**src/rtl/dout_readback_capture.sv**
```systemverilog
// dout_readback_capture: checked DOUT loopback frame capture; define DOUT_FALL_EDGE_EN to sample on the ser_clk falling edge
module dout_readback_capture #(
  parameter int N = 491,
  parameter int DLY = 0,
  parameter int ERRW = 16
) (
  input  logic                   clk_in,
  input  logic                   rst,
  input  logic                   arm,
  input  logic                   ser_clk,
  input  logic                   ser_syn,
  input  logic                   ser_dout,
  input  logic [N-1:0]           data_ref,
  output logic [N-1:0]           cap_reg,
  output logic [$clog2(N+1):0]   bit_cnt,
  output logic [ERRW-1:0]        err_cnt,
  output logic                   done,
  output logic                   len_err,
  output logic                   busy
);
  localparam int CW = $clog2(N+1) + 1;
  localparam int IW = $clog2(N);
  typedef enum logic [1:0] {IDLE, ARMED, CAPTURE, DONE} state_t;
  state_t st, nxt;
  logic clk_d1, clk_d2, syn_d1, syn_d2, arm_d1, arm_d2, dout_d1;
  logic smp, syn_rise, syn_fall, arm_rise, in_win, ref_bit;
  logic [IW-1:0] idx;
  logic [CW-1:0] cnt_nxt;
  always_ff @(posedge clk_in or posedge rst)
    if (rst) begin
      {clk_d1, clk_d2, syn_d1, syn_d2, arm_d1, arm_d2, dout_d1} <= '0;
    end else begin
      {clk_d2, clk_d1} <= {clk_d1, ser_clk};
      {syn_d2, syn_d1} <= {syn_d1, ser_syn};
      {arm_d2, arm_d1} <= {arm_d1, arm};
      dout_d1 <= ser_dout;
    end
`ifdef DOUT_FALL_EDGE_EN
  assign smp = ~clk_d1 & clk_d2;
`else
  assign smp = clk_d1 & ~clk_d2;
`endif
  assign syn_rise = syn_d1 & ~syn_d2;
  assign syn_fall = ~syn_d1 & syn_d2;
  assign arm_rise = arm_d1 & ~arm_d2;
  assign busy = st == ARMED || st == CAPTURE;
  // bit_cnt is the index of the bit being sampled; only the window after the chain latency is compared
  assign in_win = int'(bit_cnt) >= DLY && int'(bit_cnt) < N + DLY;
  assign idx = IW'(N - 1 + DLY - int'(bit_cnt));
  assign ref_bit = data_ref[idx];
  assign cnt_nxt = smp && bit_cnt != '1 ? bit_cnt + 1'b1 : bit_cnt;
  always_comb begin
    nxt = st;
    nxt = (st == IDLE || st == DONE) && arm_rise ? ARMED :
          st == ARMED && syn_rise ? CAPTURE :
          st == CAPTURE && syn_fall ? DONE : st;
  end
  always_ff @(posedge clk_in or posedge rst)
    if (rst) st <= IDLE;
    else st <= nxt;
  always_ff @(posedge clk_in or posedge rst)
    if (rst) begin
      cap_reg <= '0;
      bit_cnt <= '0;
      err_cnt <= '0;
      done <= 1'b0;
      len_err <= 1'b0;
    end else begin
      done <= 1'b0;
      if (st == ARMED && syn_rise) begin
        cap_reg <= '0;
        bit_cnt <= '0;
        err_cnt <= '0;
        len_err <= 1'b0;
      end else if (st == CAPTURE) begin
        if (smp) begin
          cap_reg <= {cap_reg[N-2:0], dout_d1};
          bit_cnt <= cnt_nxt;
          if (in_win && dout_d1 != ref_bit && err_cnt != '1) err_cnt <= err_cnt + 1'b1;
        end
        if (syn_fall) begin
          done <= 1'b1;
          len_err <= cnt_nxt != CW'(N + DLY);
        end
      end
    end
endmodule

```
**config.mk**
```make
export PLATFORM = sky130hd
export DESIGN_NAME = dout_readback_capture
export DESIGN_NICKNAME = d
export VERILOG_FILES = /design/src/rtl/dout_readback_capture.sv
export SDC_FILE = /design/constraint.sdc
export NUM_CORES = 1
export LEC_CHECK = 0
export CORE_AREA = 2 2 399 401
export CTS_BUF_LIST = sky130_fd_sc_hd__clkbuf_4
export DETAILED_ROUTE_END_ITERATION = 12
export DIE_AREA = 0 0 401 403
export PLACE_DENSITY_LB_ADDON = 0.25
export RECOVER_POWER = 100
export SYNTH_ARGS = -nofsm -noshare
export SYNTH_HDL_FRONTEND = slang
export SYNTH_SLANG_ARGS = --single-unit
```
**constraint.sdc**
```tcl
create_clock -name clk_in -period 19.5 [get_ports clk_in]
set_input_delay 1.95 -clock clk_in [delete_from_list [all_inputs] [get_ports clk_in]]
set_output_delay 1.95 -clock clk_in [all_outputs]
set_load 0.01 [all_outputs]
```
# After elaboration in Yosys (flattened, before gate mapping)
# Cells that the tools add are included.
[totals] ff_bits=528 input_bits=497 out_inout_bits=520 wordCells=72
[classes] n_addsub=3 magnitude_cmp=2 n_eq_ne=7 mux=22 bitwise=8 n_reduce_logical=17
[op_table] cell="$mux W491" n=3
[op_table] cell="$mux W16" n=4
[op_table] cell="$mux W10" n=4
[op_table] cell="$add A16 B1 Y16 const B" n=1
[op_table] cell="$ne A16 B16 Y1 const B" n=1
[op_table] cell="$add A10 B1 Y10 const B" n=1
[op_table] cell="$lt A10 B9 Y1 const B" n=1
[op_table] cell="$lt A9 B10 Y1 const B" n=1
[op_table] cell="$ne A10 B10 Y1 const B" n=1
[op_table] cell="$ne A10 B9 Y1 const B" n=1
[op_table] cell="$bmux W1 S9" n=1
[op_table] cell="$sub A9 B9 Y9 const A" n=1
[op_table] cell="$reduce_bool A2 Y1" n=4
[op_table] cell="$mux W1" n=7
[op_table] cell="$logic_and A1 B1 Y1" n=6
[op_table] cell="$mux W2" n=3
[op_table] cell="$and A1 B1 Y1" n=4
[op_table] cell="$eq A2 B2 Y1 const B" n=2
[op_table] cell="$not A1 Y1" n=4
[op_table] cell="$reduce_and A2 Y1" n=2
[op_table] cell="$reduce_and A3 Y1" n=1
[op_table] cell="$reduce_bool A3 Y1" n=1
[op_table] cell="$eq A2 B1 Y1 const B" n=1
[op_table] cell="$logic_not A2 Y1" n=1
[op_table] cell="other kinds (2)" n=3

# Depth between registers and ports, before layout
# Gate-level depths: netlist of the first run.
[logic_depth] depth_word=10 ltp_mapped=14 depth_no_buf=11

# Least setup slack after synthesis of the first run
# OpenSTA, ideal clock, no wires.
[synth_timing] kind="input to register" start="input port data_ref[407]" end="register err_cnt[9]" setup_time_ps=79 arrival_time_ps=4173 required_time_ps=19421 path_slack_ps=15248 stages=9 n_path_buf=0 cell_sequence="mux4_1 -> mux2i_1 -> a222oi_1 -> a2111oi_0 -> a311o_1 -> nor4_2 -> or3_2 -> a21oi_1 -> mux2i_1"
[synth_via] elab_chain_len=7
[synth_lines] element="from (decl)" line_no="13" rtl="input logic [N-1:0] data_ref,"
[synth_lines] element="$bmux W1 S9" line_no="50" rtl="assign ref_bit = data_ref[idx];"
[synth_lines] element="$mux W1 (not written as such)" line_no="50"
[synth_lines] element="$ne A1 B1 Y1" line_no="79" rtl="if (in_win && dout_d1 != ref_bit && err_cnt != '1) err_cnt <= err_cnt + 1'b1;"
[synth_lines] element="$logic_and A1 B1 Y1 (2 in series)" line_no="79"
[synth_lines] element="$reduce_bool A2 Y1 (no line)"
[synth_lines] element="$reduce_and A3 Y1 (no line)"
[synth_lines] element="to (signal assigned)" line_no="79"
[synth_lines] element="to (decl)" line_no="16" rtl="output logic [ERRW-1:0] err_cnt,"
# Every way passes these cells. The select of a mux whose other input is x is not followed.
# A chain may end at the register's enable or synchronous reset.

==> results of run 1 <==
## cells in the final DEF, fill, tap and decap left out, types with 5 or more instances in the layout
cell type	synthesis	layout
clkbuf_1	175	11
clkdlybuf4s50_1	0	492
buf_4	8	28
nor4_1	4	5
clkinv_1	0	20
xnor2_1	9	8
and3_1	8	8
a311oi_1	5	5
a31oi_1	10	10
inv_1	8	7
mux4_1	28	28
nand2b_1	16	16
nor2_1	18	18
diode_2	0	7
o21ai_0	10	10
clkbuf_4	0	215
nand2_1	1117	1117
dlygate4sd3_1	0	524
mux2_2	5	5
a21oi_1	501	501
clkinv_2	0	5
nand4_1	17	17
nand3_1	42	42
nor3_1	8	8
mux2i_1	38	38
mux4_2	90	90
a32oi_1	5	5
dfrtp_1	528	528
## cells by family after synthesis
group,Yosys count,synth area share
simple gates,1262,0.195
buf+inv,229,0.0420
xor+xnor,14,0.00476
fa+ha+maj,4,0.00194
compound gates,571,0.119
flops,528,0.513
mux,162,0.125
## worst register-to-register path, stage by stage, from the launching register on
cell	delay, ps
dfrtp_1	390
inv_1	60
ha_1	130
nand2_1	60
nor2_1	1900
clkbuf_1	2800
clkbuf_1	2620
buf_4	1210
buf_4	760
a21oi_1	140
## per-stage QoR
stage | cells | total power, mW | instance area, µm² | hold WS [ps] | setup WS (ps)
finish | 5936 | 3.01 | 39700 | 383 | 9240
global route | 5933 | 3.20 | 39700 | 411 | 7270
CTS | 5929 | 3.10 | 39800 | 387 | 14010
detailed placement | 5677 | 1.98 | 37900 | 374 | 13880
global placement | 5677 | 1.98 | 37900 | 371 | 13860
floorplan | 2770 | 1.68 | 25800 | 354 | 2800
## per-layer routing
layer	part of all wire	vias up	routed length, µm	GRT usage
met1	0.44	12201	54800	0.197
met3	0.086	142	10800	0.0569
met2	0.45	822	56700	0.230
met5	0.00038	-	48	0
met4	0.019	6	2410	0.0403
li1	-	11491	-	-
## worst paths after layout
path	start	end	cells past startpoint
worst max-delay path	rst	cap_reg[388]$_DFFE_PP0P_	4
worst min-delay path	arm_d1$_DFF_PP0_	arm_d2$_DFF_PP0_	0
worst max register to register	st[1]$_DFFE_PP0P_	cap_reg[278]$_DFFE_PP0P_	9
worst min register to register	arm_d1$_DFF_PP0_	arm_d2$_DFF_PP0_	0
max in group clk_in	st[1]$_DFFE_PP0P_	cap_reg[278]$_DFFE_PP0P_	9
min in group asynchronous	rst	cap_reg[220]$_DFFE_PP0P_	2
## final cells by class
type / count / area share
sequential: 528 / 0.333
multi-input combinational: 2013 / 0.290
antenna: 7 / 0.000441
timing repair buffer: 1056 / 0.263
inverter: 8 / 0.000788
clock buffer: 215 / 0.0407
clock inverter: 37 / 0.00697
tap: 2072 / 0.0653
## power groups by stage
stage	clock, mW	sequential (mW)	combinational (mW)
finish	1.07	1.13	0.816
global route	1.18	1.13	0.883
CTS	1.13	1.13	0.833
detailed placement	0	1.15	0.830
global placement	0	1.15	0.833
floorplan	0	1.14	0.544
==> results by group, run 1 <==
Run status
  • Status: finished, violations left
  • Failing checks: capacitance limit, slew limit

Worst setup path
  • CP peak stage delay: 2910 ps
  • Flop-to-flop setup slack: 9240 ps
  • CP delay by family, top: buffers and inverters
  • Critical Path RT: 19,730 ps
  • Startpoint types: input pin
  • CP endpoint kind: async pin
  • Critical Path AT: 10,500 ps
  • Worst Setup Path Type: input pin to async pin
  • Crit path cell chain: dlygate4sd3_1 -> clkinvlp_2 -> clkbuf_1 -> clkbuf_1
  • Largest fanout on the critical path: 107
  • Slowest CP cell: clkbuf_1
  • Buf/Inv on CP: 4
  • Most common cell on crit path: clkbuf_1

Clock tree
  • Worst-Skew Late Latency: 1060 ps
  • Clock transition at path regs: 60 ps
  • Root buffer cell: clkbuf_4
  • H-tree levels: 4
  • CTS tree: built
  • Max clock buf depth: 3
  • CTS buffer count: 163
  • CTS Sinks: 528
  • Hold_buf cts: 0
  • # Post-CTS Setup Buffers: 0
  • Post-CTS resize count: 0

Timing
  • Skew final: 66.3 ps
  • Worst slew pin tran: 5030 ps
  • RSZ-0062 raised after global routing: false
  • Final hold violation count: 0
  • Worst rel slew slack: -2.37
  • Slew Viols, Final: 773
  • Tcrit/Tclk final: 0.526
  • Crit path time final: 10,260 ps
  • Final TNS setup: 0 ps
  • Endpoints failing setup: 0
  • Max Clk Rate: 97.4 MHz

Synthesis
  • Syn avg cell area: 9.30 µm²
  • Seq cells post-synth: 528
  • Post-synthesis sequential area ratio: 0.513
  • Most common cell in the netlist: nand2_1
  • Commonest cells in the netlist: nand2_1, dfrtp_1, a21oi_1
  • Post-synth ARST share: 1.00
  • Unique masters post-synth: 72
  • YS warnings: 0
  • Post-synth EDFFs: 0
  • Synthesized instance count: 2,770
  • Syn_nets: 3,271
  • Synth Cell Area: 25,800 µm²
  • Synth area leader: dfrtp_1
  • Most used DFF post-synth: dfrtp_1
  • Largest cells by area after synthesis: dfrtp_1, nand2_1, a21oi_1, mux4_2, mux4_1
  • Yosys top cell area share: 0.513

Die
  • Die Ht: 403 µm
  • Initial Utilization: 0.164
  • I/O pin count: 1,017
  • Standard-cell rows: 146
  • CORE AREA: 157,000 µm²
  • Die footprint: 162,000 µm²
  • Horiz. Die Dim: 401 µm

Power
  • Maximum VDD drop: 0.0435 mV
  • Switch share: 0.327
  • Pwr Density: 75.9 nW/µm²
  • Leak pwr: 17.3 nW
  • Clock power frac: 0.355
  • Internal Power: 2.03 mW
  • Reg power frac: 0.375
  • P_sw: 0.986 mW
  • Gate power share: 0.271

Job
  • Max-cap violations: 12

Final layout
  • Flip-flop count of the largest register after layout: 491
  • Area delta synth->final: 54.1%
  • Storage cell area: 13,200 µm²
  • # fillers: 17,164
  • Final core utilization: 0.252
  • Ratio of cells with drive above 1 in the final layout: 0.0985
  • Footprint of the multi-input gates: 11,500 µm²
  • Net count, final: 4,271

Placement
  • Hpwl dp: 92.2 mm
  • GP Congestion: 0.944
  • Port Buffers: 1,016

Global routing
  • Vias in the first global route: 25,153
  • Grt ovf: 0
  • First-pass GRT wire length: 181 mm
  • Initial antenna violation count: 14
  • Largest net degree at the start of global routing: 141
  • Gr usage total: 0.150

Detailed routing
  • Vias/cell: 4.15
  • Routed len/inst: 21.0 µm
  • DRC viols: 0
  • Vias: 24,662
  • Starting DRT DRC Count: 1,820
  • DRT antenna net count: 0
  • Final wirelength: 125 mm
  • DR pass1 iterations: 5

Worst hold path
  • Worst min-delay path category: flop to flop
(Power assumes the default switching activity.)
==> run 2: changes to the inputs <==
clock period = 9.55 ns   (was 19.5 ns; I/O delays follow)
==> run 2 against run 1 <==
  * The flow still finishes with violations (capacitance limit, slew limit)
  * Utilization grew 0.19 points
  * Cell count grew 0.74%
  * Die area is the same
  * Flip-flop and latch count is the same
  * Critical path type is now flop to flop
  * Via count grew 1.6%
  * Clock-buffer cell count grew 25
  * Largest cell class unchanged
  * Sequential power grew 100%
==> results by group, run 2 (synthesis results as in run 1) <==
Die
  • CORE AREA: 157,000 µm²
  • Die footprint: 162,000 µm²
  • Horiz. Die Dim: 401 µm
  • I/O pin count: 1,017
  • Die Ht: 403 µm
  • Initial Utilization: 0.164
  • Standard-cell rows: 146

Worst setup path
  • CP endpoint kind: flop
  • Critical Path RT: 10,350 ps
  • Worst reg2reg path depth: 7
  • R2R Path Start: st[1]$_DFFE_PP0P_
  • CP peak stage delay: 2040 ps
  • Worst Setup Path Type: flop to flop
  • Startpoint types: flop
  • Crit path cell chain: inv_1 -> ha_1 -> nand2_1 -> nor2_1 -> clkbuf_1 -> clkbuf_2 -> a21oi_1
  • Buf/Inv on CP: 3
  • CP delay by family, top: buffers and inverters
  • Critical Path AT: 7460 ps
  • Largest fanout on the critical path: 85
  • Flop-to-flop setup slack: 2890 ps
  • Slowest CP cell: clkbuf_1
  • Reg2reg end: cap_reg[320]$_DFFE_PP0P_

Detailed routing
  • Routed len/inst: 20.8 µm
  • Vias: 25,059
  • Final wirelength: 124 mm
  • DRC viols: 0
  • Starting DRT DRC Count: 1,785
  • Vias/cell: 4.19
  • DR pass1 iterations: 6
  • DRT antenna net count: 0

Clock tree
  • Worst-Skew Late Latency: 1080 ps
  • # Post-CTS Setup Buffers: 0
  • Post-CTS resize count: 0
  • CTS tree: built
  • CTS buffer count: 165
  • Hold_buf cts: 0
  • Root buffer cell: clkbuf_4
  • CTS Sinks: 528
  • Max clock buf depth: 3
  • H-tree levels: 4
  • Clock transition at path regs: 50 ps

Final layout
  • Area delta synth->final: 55.2%
  • Net count, final: 4,270
  • Final core utilization: 0.254
  • Most common cell after layout, fill and taps aside: nand2_1
  • Flip-flop count of the largest register after layout: 491
  • # fillers: 17,176
  • Storage cell area: 13,200 µm²
  • Ratio of cells with drive above 1 in the final layout: 0.104
  • Commonest cells after routing, fill and taps aside: nand2_1, dfrtp_1, dlygate4sd3_1, a21oi_1, clkdlybuf4s50_1
  • Footprint of the multi-input gates: 11,500 µm²

Worst hold path
  • Worst Hold Depth: 0
  • Hold Path End: arm_d2$_DFF_PP0_
  • Worst min-delay path category: flop to flop
  • Hold Startpoint: arm_d1$_DFF_PP0_

Run status
  • Failing checks: capacitance limit, slew limit
  • Status: finished, violations left

Power
  • Gate power share: 0.264
  • Leak pwr: 17.4 nW
  • Clock power frac: 0.370
  • Pwr Density: 158 nW/µm²
  • P_sw: 2.07 mW
  • Switch share: 0.328
  • Reg power frac: 0.366
  • Maximum VDD drop: 0.113 mV
  • Internal Power: 4.24 mW

Timing
  • Crit path time final: 6660 ps
  • Max Clk Rate: 150 MHz
  • RSZ-0062 raised after global routing: false
  • Endpoints failing setup: 0
  • Slew Viols, Final: 692
  • Worst slew pin tran: 3720 ps
  • Final TNS setup: 0 ps
  • Final hold violation count: 0
  • Worst rel slew slack: -1.48
  • Skew final: 93.5 ps
  • Tcrit/Tclk final: 0.697

Placement
  • Hpwl dp: 90.8 mm
  • GP Congestion: 0.897
  • Port Buffers: 1,016

Global routing
  • First-pass GRT wire length: 179 mm
  • Largest net degree at the start of global routing: 181
  • Gr usage total: 0.148
  • Initial antenna violation count: 21
  • Grt ovf: 0
  • Vias in the first global route: 24,878

Job
  • Max-cap violations: 14
## run 2: power by group through the flow
stage / clock [mW] / combinational [mW] / sequential (mW)
finish: 2.34 / 1.66 / 2.31
floorplan: 0 / 1.11 / 2.33
global placement: 0 / 1.70 / 2.35
detailed placement: 0 / 1.70 / 2.36
CTS: 2.48 / 1.70 / 2.31
global route: 2.59 / 1.79 / 2.31
## run 2: cell type report
| type | instances | share of cell area |
|---|---|---|
| clock buffers | 240 | 0.0451 |
| repair buffers | 1053 | 0.262 |
| clock inverters | 53 | 0.00823 |
| well taps | 2072 | 0.0648 |
| inverters | 8 | 0.000782 |
| flip-flops and latches | 528 | 0.330 |
| diodes | 13 | 0.000813 |
| multi-input cells | 2013 | 0.288 |
## run 2: worst max-delay path by stage
stage	from	end	slack [ps]	cells past startpoint
after CTS	bit_cnt[0]$_DFFE_PP0P_	err_cnt[2]$_DFFE_PP0P_	4310	12
after floorplan	rst	arm_d1$_DFF_PP0_	1420	1
after detailed placement	bit_cnt[0]$_DFFE_PP0P_	err_cnt[2]$_DFFE_PP0P_	4430	12
after global placement	bit_cnt[0]$_DFFE_PP0P_	err_cnt[9]$_DFFE_PP0P_	4510	12
after global routing	st[1]$_DFFE_PP0P_	cap_reg[261]$_DFFE_PP0P_	2100	7
final	st[1]$_DFFE_PP0P_	cap_reg[320]$_DFFE_PP0P_	2890	7
## run 2: worst register-to-register path: stages, from the launching register on
cell      delay (ps)
dfrtp_1          390
inv_1             60
ha_1             130
nand2_1           60
nor2_1          1770
clkbuf_1        2070
clkbuf_2        1740
a21oi_1          170
## run 2: layer usage
layer / up-vias / part of all wire / track usage
met4: 12 / 0.021 / 0.0436
met2: 906 / 0.45 / 0.223
met1: 12432 / 0.44 / 0.195
met5: - / 0.00070 / 0.00387
met3: 179 / 0.085 / 0.0587
li1: 11530 / - / -
## run 2: stage by stage
step	total power [mW]	cells	cell area [µm²]	hold WS (ps)	setup WS, ps
after floorplan	3.44	2770	25800	354	1420
after global placement	4.05	5674	37900	361	4510
after detailed placement	4.05	5674	37900	366	4430
after CTS	6.50	5967	40000	9.93	4310
after global routing	6.70	5974	40000	205	2100
final	6.31	5980	40000	313	2890
==> run 3: changes to the inputs <==
clock period = 6.15 ns   (was 9.55 ns; I/O delays follow)
==> run 3 against run 2 <==
  * The run still ends with capacitance limit, slew limit left
  * Clock power is 52% higher
  * Die area stayed put
  * Sequential power is 55% higher
  * Maximum frequency is 32% higher
  * First-iteration DRC count is 11% higher
  * Combinational power is 58% higher
  * Flip-flop and latch count stayed put
  * Non-clock buffer count is 9 higher
  * Critical path depth is 5 higher
  * Largest power group is now registers
==> results by group, run 3 (synthesis results as in run 1) <==
Placement
  • GP Congestion: 0.888
  • Placed cell count: 5,678
  • Hpwl dp: 92.4 mm
  • Port Buffers: 1,016

Worst setup path
  • Worst Setup Path Type: flop to flop
  • Critical Path AT: 6030 ps
  • Crit path cell chain: ha_4 -> xor2_2 -> buf_4 -> mux2i_1 -> a222oi_1 -> a2111oi_0 -> a311o_1 -> nor4_1 -> buf_4 -> or4_1 -> a21o_1 -> mux2i_1
  • CP delay by family, top: compound AO/OA/AOI/OAI gates
  • Startpoint types: flop
  • CP peak stage delay: 860 ps
  • Buf/Inv on CP: 2
  • Critical Path RT: 7120 ps
  • CP endpoint kind: flop
  • Largest fanout on the critical path: 30
  • Slowest CP cell: xor2_2
  • R2R Path Start: bit_cnt[0]$_DFFE_PP0P_
  • Critical Path Start: bit_cnt[0]$_DFFE_PP0P_

Final layout
  • Flip-flop count of the largest register after layout: 491
  • Most common cell after layout, fill and taps aside: nand2_1
  • Final core utilization: 0.254
  • Ratio of cells with drive above 1 in the final layout: 0.101
  • Commonest cells after routing, fill and taps aside: nand2_1, dlygate4sd3_1, dfrtp_1, a21oi_1, clkdlybuf4s50_1
  • Area delta synth->final: 55.4%
  • Net count, final: 4,276
  • Non-filler instance count after layout: 5,975
  • # fillers: 17,078

Timing
  • Worst rel slew slack: -0.923
  • Endpoints failing setup: 0
  • RSZ-0062 raised after global routing: false
  • Crit path time final: 5060 ps
  • Final TNS setup: 0 ps
  • Max Clk Rate: 198 MHz
  • Slew Viols, Final: 506
  • Tcrit/Tclk final: 0.823
  • Final hold violation count: 0
  • Worst slew pin tran: 2880 ps
  • Skew final: 83.7 ps

Clock tree
  • H-tree levels: 4
  • Clock transition at path regs: 60 ps
  • Max clock buf depth: 3
  • CTS Sinks: 528
  • CTS buffer count: 162
  • Root buffer cell: clkbuf_4
  • CTS tree: built
  • Worst-Skew Late Latency: 1090 ps
  • Post-CTS resize count: 0

Detailed routing
  • Final wirelength: 126 mm
  • Vias/cell: 4.16
  • DRT antenna net count: 0
  • DR pass1 iterations: 5
  • Vias: 24,877
  • Routed len/inst: 21.0 µm
  • DRC viols: 0
  • Starting DRT DRC Count: 1,987

Global routing
  • First-pass GRT wire length: 181 mm
  • Initial antenna violation count: 17
  • Gr usage total: 0.151
  • Vias in the first global route: 25,038
  • Grt ovf: 0
  • Largest net degree at the start of global routing: 200

Die
  • Die Ht: 403 µm
  • Horiz. Die Dim: 401 µm
  • Die footprint: 162,000 µm²
  • Initial Utilization: 0.164
  • Standard-cell rows: 146
  • CORE AREA: 157,000 µm²
  • I/O pin count: 1,017

Job
  • Max-cap violations: 10

Worst hold path
  • Worst min-delay path category: flop to flop
  • Hold Startpoint: clk_d1$_DFF_PP0_

Power
  • Pwr Density: 244 nW/µm²
  • Leak pwr: 17.4 nW
  • Maximum VDD drop: 0.138 mV

Run status
  • Status: finished, violations left
  • Failing checks: capacitance limit, slew limit
run 3: cell count changes in the layout (fill, tap and decap cells not counted), moves of 5 or more:
| cell | before | now |
|---|---|---|
| buf_12 | 5 | 12 |
| diode_2 | 13 | 8 |
| dlygate4sd3_1 | 524 | 529 |
| buf_4 | 20 | 14 |
| clkbuf_4 | 240 | 228 |
run 3: worst reg2reg max path, cell delays in order, from the launching register on:
cell	delay [ps]
dfrtp_4	760
ha_4	350
xor2_2	860
buf_4	320
mux2i_1	580
a222oi_1	220
a2111oi_0	480
a311o_1	200
nor4_1	60
buf_4	190
or4_1	620
a21o_1	230
mux2i_1	110
run 3: final timing paths:
check                      depth (start not counted)  slack, ps                       end
max in group asynchronous                          5       1820  cap_reg[183]$_DFFE_PP0P_
setup / recovery                                  12       1090   err_cnt[13]$_DFFE_PP0P_
setup reg to reg                                  12       1090   err_cnt[13]$_DFFE_PP0P_
hold reg to reg                                    0        380          clk_d2$_DFF_PP0_
min in group asynchronous                          3        920  cap_reg[473]$_DFFE_PP0P_
hold / removal                                     0        380          clk_d2$_DFF_PP0_
run 3: report_power, final:
group	internal [mW]	total [mW]	switching [mW]
logic	1.17	2.63	1.46
registers	3.51	3.59	0.0770
clock network	1.84	3.56	1.72
run 3: cell type report:
class	instances	area, µm²	share of cell area
Sequential cell	528	13200	0.330
Multi-Input combinational cell	2013	11500	0.287
Timing Repair Buffer	1062	10600	0.265
Tap cell	2072	2590	0.0648
Clock buffer	227	1700	0.0426
Clock inverter	57	344	0.00859
Inverter	8	31.3	0.000781
Antenna cell	8	20.0	0.000500
run 3: layer usage:
| metal | global-route usage | share of wire | vias up |
|---|---|---|---|
| li1 | - | - | 11541 |
| met1 | 0.203 | 0.45 | 12363 |
| met2 | 0.231 | 0.45 | 804 |
| met3 | 0.0526 | 0.079 | 147 |
| met4 | 0.0374 | 0.016 | 22 |
| met5 | 0 | 0.0012 | - |
run 3: stage by stage:
step / hold WS [ps] / instance area (µm²) / setup WS [ps] / power (mW)
final: 379 / 40000 / 1090 / 9.77
after global routing: 392 / 40000 / 582 / 10.3
after CTS: 339 / 40100 / 1400 / 10.0
after detailed placement: 371 / 38000 / 1420 / 6.33
after global placement: 365 / 38000 / 1360 / 6.33
after floorplan: 354 / 25800 / -1640 / 5.34
run 3: repair_timing:
| action | 4_1_cts | 5_1_grt |
|---|---|---|
| endpoints found under the setup margin | 0 | 0 |
| setup buffers | 0 | 0 |
| hold buffers | 5 | 0 |
| endpoints found under the hold margin | 27 | 0 |
